===== src/rtl/volume_step_ctrl.sv =====
// Volume stepper: debounced vol-/vol+ levels -> saturating level with press step and auto-repeat,
// pushed to the codec write path via req/ack. Define VOL_MUTE_EN to add the two-button mute toggle.
module volume_step_ctrl #(
  parameter int VOL_W        = 5,
  parameter int VOL_MAX      = 31,
  parameter int VOL_INIT     = 16,
  parameter int HOLD_TICKS   = 12500000,
  parameter int REPEAT_TICKS = 2500000
) (
  input  logic             clk,
  input  logic             reset,
  input  logic             btn_minus_n,
  input  logic             btn_plus_n,
  input  logic             enable,
  output logic [VOL_W-1:0] vol_o,
  output logic             mute_o,
  output logic             wr_req_o,
  output logic [VOL_W:0]   wr_data_o,
  input  logic             wr_ack_i
);
  localparam int TICK_MAX = (HOLD_TICKS > REPEAT_TICKS) ? HOLD_TICKS : REPEAT_TICKS;
  localparam int CNT_W    = $clog2(TICK_MAX + 1);
  localparam logic [CNT_W-1:0] HOLD_LOAD   = CNT_W'(HOLD_TICKS - 1);
  localparam logic [CNT_W-1:0] REPEAT_LOAD = CNT_W'(REPEAT_TICKS - 1);
  localparam logic [VOL_W-1:0] VOL_TOP     = VOL_W'(VOL_MAX);
  localparam logic [VOL_W-1:0] VOL_RST     = VOL_W'(VOL_INIT);

  typedef enum logic [1:0] {S_IDLE, S_STEP, S_HOLD, S_REPEAT} state_t;

  // [1:0] synchroniser, [2] previous synchronised level for edge detect
  logic [2:0]       minus_sync_reg, plus_sync_reg;
  state_t           state_reg;
  logic             dir_up_reg;
  logic [CNT_W-1:0] cnt_reg;
  logic [VOL_W-1:0] vol_reg, vol_next;
  logic             mute_reg, mute_next;
  logic             dirty_reg, wr_req_reg;
  logic [VOL_W:0]   wr_data_reg;
  logic             minus_lvl, plus_lvl, press_minus, press_plus, held;
  logic             step_fire, mute_toggle, changed;
`ifdef VOL_MUTE_EN
  logic             wait_rel_reg;
`endif

  assign minus_lvl   = minus_sync_reg[1];
  assign plus_lvl    = plus_sync_reg[1];
  assign press_minus = minus_sync_reg[2] & ~minus_sync_reg[1];
  assign press_plus  = plus_sync_reg[2] & ~plus_sync_reg[1];
  assign held        = dir_up_reg ? ~plus_lvl : ~minus_lvl;

`ifdef VOL_MUTE_EN
  assign mute_toggle = enable && (state_reg == S_IDLE) && !wait_rel_reg && press_minus && press_plus;
`else
  assign mute_toggle = 1'b0;
`endif

  always_comb begin
    step_fire = 1'b0;
    case (state_reg)
      S_STEP:           step_fire = enable;
      S_HOLD, S_REPEAT: step_fire = enable && held && (cnt_reg == '0);
      default:          step_fire = 1'b0;
    endcase
  end

  always_comb begin
    vol_next = vol_reg;
    if (step_fire) begin
      if (dir_up_reg) vol_next = (vol_reg >= VOL_TOP) ? vol_reg : vol_reg + VOL_W'(1);
      else            vol_next = (vol_reg == '0) ? vol_reg : vol_reg - VOL_W'(1);
    end
`ifdef VOL_MUTE_EN
    mute_next = step_fire ? 1'b0 : (mute_toggle ? ~mute_reg : mute_reg);
`else
    mute_next = 1'b0;
`endif
    changed = (vol_next != vol_reg) || (mute_next != mute_reg);
  end

  always_ff @(posedge clk or posedge reset) begin
    if (reset) begin
      minus_sync_reg <= '1;
      plus_sync_reg  <= '1;
      state_reg      <= S_IDLE;
      dir_up_reg     <= 1'b0;
      cnt_reg        <= '0;
      vol_reg        <= VOL_RST;
      mute_reg       <= 1'b0;
`ifdef VOL_MUTE_EN
      wait_rel_reg   <= 1'b0;
`endif
    end else begin
      minus_sync_reg <= {minus_sync_reg[1:0], btn_minus_n};
      plus_sync_reg  <= {plus_sync_reg[1:0], btn_plus_n};
      vol_reg        <= vol_next;
      mute_reg       <= mute_next;
      if (!enable) begin
        state_reg <= S_IDLE;
        cnt_reg   <= '0;
      end else begin
        case (state_reg)
          S_IDLE: begin
`ifdef VOL_MUTE_EN
            // After a mute toggle, nothing is accepted until both buttons are up
            if (wait_rel_reg) begin
              if (minus_lvl && plus_lvl) wait_rel_reg <= 1'b0;
            end else if (press_minus && press_plus) begin
              wait_rel_reg <= 1'b1;
            end else
`endif
            if (press_plus && !press_minus) begin
              dir_up_reg <= 1'b1;
              state_reg  <= S_STEP;
            end else if (press_minus && !press_plus) begin
              dir_up_reg <= 1'b0;
              state_reg  <= S_STEP;
            end
          end
          S_STEP: begin
            cnt_reg   <= HOLD_LOAD;
            state_reg <= S_HOLD;
          end
          S_HOLD, S_REPEAT: begin
            if (!held) begin
              state_reg <= S_IDLE;
              cnt_reg   <= '0;
            end else if (cnt_reg == '0) begin
              cnt_reg   <= REPEAT_LOAD;
              state_reg <= S_REPEAT;
            end else begin
              cnt_reg <= cnt_reg - CNT_W'(1);
            end
          end
          default: state_reg <= S_IDLE;
        endcase
      end
    end
  end

  // Changes arriving while a request is outstanding are folded into one follow-up write
  always_ff @(posedge clk or posedge reset) begin
    if (reset) begin
      wr_req_reg  <= 1'b1;
      wr_data_reg <= {1'b0, VOL_RST};
      dirty_reg   <= 1'b0;
    end else if (wr_req_reg) begin
      dirty_reg <= dirty_reg | changed;
      if (wr_ack_i) wr_req_reg <= 1'b0;
    end else if (dirty_reg) begin
      wr_req_reg  <= 1'b1;
      wr_data_reg <= {mute_reg, vol_reg};
      dirty_reg   <= changed;
    end else begin
      dirty_reg <= changed;
    end
  end

  assign vol_o     = vol_reg;
  assign mute_o    = mute_reg;
  assign wr_req_o  = wr_req_reg;
  assign wr_data_o = wr_data_reg;
endmodule


===== config.mk =====
export PLATFORM = sky130hd
export DESIGN_NAME = volume_step_ctrl
export DESIGN_NICKNAME = d
export VERILOG_FILES = /design/src/rtl/volume_step_ctrl.sv
export SDC_FILE = /design/constraint.sdc
export NUM_CORES = 1
export LEC_CHECK = 0
export CAP_MARGIN = 5
export CORE_MARGIN = 4
export CORE_UTILIZATION = 53
export CTS_CLUSTER_DIAMETER = 150
export DETAILED_ROUTE_END_ITERATION = 8
export HOLD_SLACK_MARGIN = 0.03
export PLACE_DENSITY = 0.8
export SLEW_MARGIN = 20
export SYNTH_ARGS = -nofsm -noshare
export SYNTH_HDL_FRONTEND = slang
export SYNTH_SLANG_ARGS = --single-unit

===== constraint.sdc =====
create_clock -name clk -period 2.5 [get_ports clk]
set_clock_uncertainty 0.2 [all_clocks]
set_input_delay 0.375 -clock clk [delete_from_list [all_inputs] [get_ports clk]]
set_output_delay 0.375 -clock clk [all_outputs]
set_load 0.02 [all_outputs]

==> impl_results.md <==
* DR WL/cell at 16.8 µm
* Synth cell count leaders: 36 x dfrtp_1, 33 x o21ai_0, 22 x nor2_1
* First-pass GRT wire length at 10200 µm
* Critical path arrival at 2400 ps
* Mapped Area at 2540 µm²
* Syn_area_per_cell at 9.19 µm²
* Final hold violations at 0
* Max-slew violations at 0
* WHS at 159 ps
* Comb pwr share at 48.2%
* Vias in the first global route at 2182
* Num rows at 24
* Post-DRT Antenna Nets at 0
* Minimum clock period at 2420 ps
* Post-synthesis compound-gate area fraction at 22.0%
* R2R depth at 8
* Core area at 4500 µm²
* Largest family of logic cells by synthesized area: compound AO/OA/AOI/OAI gates
* Fmax at 413 MHz
* Final Power at 2.92 mW
* Post-Synth Simple-Gate Area at 20.7%
* Async set-or-reset flop fraction in the synthesized netlist at 100%
* Total Routed Length at 6140 µm
* Final critical-path share of the clock period at 96.8%
* CTS tree: built
* Initial antenna violation count at 0
* N_diodes at 0
* Avg Vias per Cell at 6.38
* Worst r2r src: vol_o[0]
* Post-synth top area share at 35.4%
* Xor and xnor area share after synthesis at 1.03%
* Htree depth at 2
* Netlist cell types at 53
* Slew headroom at 60.0%
* Fillers at 369
* PD cells at 964 nW/µm²
* Layout area overhead at 19.0%
* Max-Cap Viols at 0
* Post-synth EDFFs at 0
* Number of flip-flops in the largest register at 24
* Worst vdd ir at 0.469 mV
* Placer Congestion at 0.914
* Tot GR Track Use at 21.2%
* Worst-margin pin slew at 598 ps
* Ranking of synthesized cells by area: dfrtp_1 35%, dfstp_2 9.3%, o21ai_0 6.5%
* Switching Share at 41.4%
* Main flop type after synthesis: dfrtp_1
* HP Class: input pin to asynchronous set/reset pin
* Leak pwr at 1.35 nW
* Largest net degree at the start of global routing at 19
* CTS buffer count at 5
* Initial core utilization at 56.5%
* Worst endpoint required time at 2480 ps
* Clock latency on the worst-skew pair at 300 ps
* Status: finished clean
* Worst Setup SP: vol_o[0]
* Final setup viols at 0
* Clock Path Buffers at 2
* DIE WIDTH at 77.3 µm
* Final worst-path setup slack at 80.0 ps
* Post-synthesis sequential area ratio at 44.7%
* Share of cells above drive strength 1 at 18.8%
* DP Cell Count at 357
* Fin nets at 327
* Reg clk slew, reported paths at 90 ps
* Non-Filler Instances at 366
* DRT iter0 DRCs at 134
* Area leader, netlist: dfrtp_1
* Reg power frac at 36.0%
* First-pass iteration count of the detailed router at 5
* Clock sink count at 45
* Type of origin of the critical path: register
* Vias post-DR at 2334
* FF+latch count, synth at 45
* CP endpoint kind: register
* Synth Instances at 277
* Sequential Area at 1140 µm²
* Multi-input gate area at 1340 µm²
* Die Height at 77.3 µm
* Critical-path maximum fanout at 4
* Internal at 1.71 mW
* Hpwl dp at 4440 µm
* Most frequent cell after synthesis: dfrtp_1
* Switching pwr at 1.21 mW
* Root buffer cell: clkbuf_8
* Critical path class: register to register
* Pre-CTS WS at 45.9 ps
* Post-synthesis adder-cell area fraction at 3.93%
* Post-route setup TNS at 0 ps
* Grt ovf at 0
* Ys Warns at 0
* Die ar. at 5970 µm²
* Mux cell area share after synthesis at 3.00%
* Clk pwr share at 15.8%
* Port Buf Inserts at 16
* IO Pins at 19
* Number of remaining DRC errors at 0
-- cell families (layout without fill, tap and decap cells) --
group / Yosys count / in the layout
and+or+nand+nor: 98 / 98
AOI/OAI and AO/OA: 89 / 89
DFF: 45 / 45
buffers and inverters: 26 / 62
adders and majority gates: 8 / 8
muxes: 7 / 7
xor gates and xnor gates: 3 / 3
other: 1 / 2
-- worst max-delay path, stage by stage, from the launching register on --
cell       delay [ps]
dfrtp_2           410
ha_2              200
and3_1            180
ha_1              200
nand2b_4          150
o21ba_4           250
a2bb2oi_2         130
a21oi_1            70
or4b_1            500
-- per-stage QoR --
step / area [µm²] / utilization, %
floorplan: 2560 / -
global placement: 2900 / 64.4
detailed placement: 2900 / 64.4
CTS: 2990 / 66.4
global route: 3030 / 67.3
finish: 3030 / 67.3
-- power groups by stage --
stage	logic (mW)	clock network (mW)	registers (mW)
final	1.41	0.463	1.05
after global placement	1.32	0	1.04
after CTS	1.35	0.472	1.04
after floorplan	0.799	0	1.12
after global routing	1.53	0.509	1.07
after detailed placement	1.34	0	1.06
-- layout make-up --
| type | instances | area share (%) |
|---|---|---|
| flip-flops and latches | 45 | 37.6 |
| well taps | 52 | 2.15 |
| clock buffers | 5 | 2.27 |
| inverters | 13 | 1.61 |
| multi-input cells | 207 | 44.2 |
| repair buffers | 41 | 11.5 |
| clock inverters | 3 | 0.702 |
-- path summary, 6_finish.rpt --
| path | end | slack, ps |
|---|---|---|
| worst min register to register | plus_sync_reg[1] | 160 |
| max in group asynchronous | plus_sync_reg[1] | 1310 |
| min in group clk | plus_sync_reg[1] | 160 |
| worst max-delay path | vol_o[1] | 80 |
| worst min-delay path | cnt_reg[15] | 160 |
| worst max register to register | vol_o[1] | 80 |
-- cell usage in the layout, fill, tap and decap left out, types with 12 or more instances in the layout --
cell              n
buf_4            25
nor2_1           22
o21ai_0          33
inv_1            12
nand2_1          21
dfrtp_1          34
clkdlybuf4s50_1  16
a21oi_1          13
-- timing repair --
action	CTS	global route
setup buffers	0	1
endpoints found under the setup margin	0	4
gates resized for setup	0	5
hold buffers	0	0
-- routing by layer --
metal / up-vias / wire [µm] / track usage, %
met3: 16 / 418 / 5.15
met4: 0 / 119 / 9.43
met2: 114 / 2990 / 35.0
met5: - / 0 / 0
met1: 1113 / 2610 / 26.1
li1: 1091 / - / -
No activity file was read; power rests on OpenSTA's default activity.
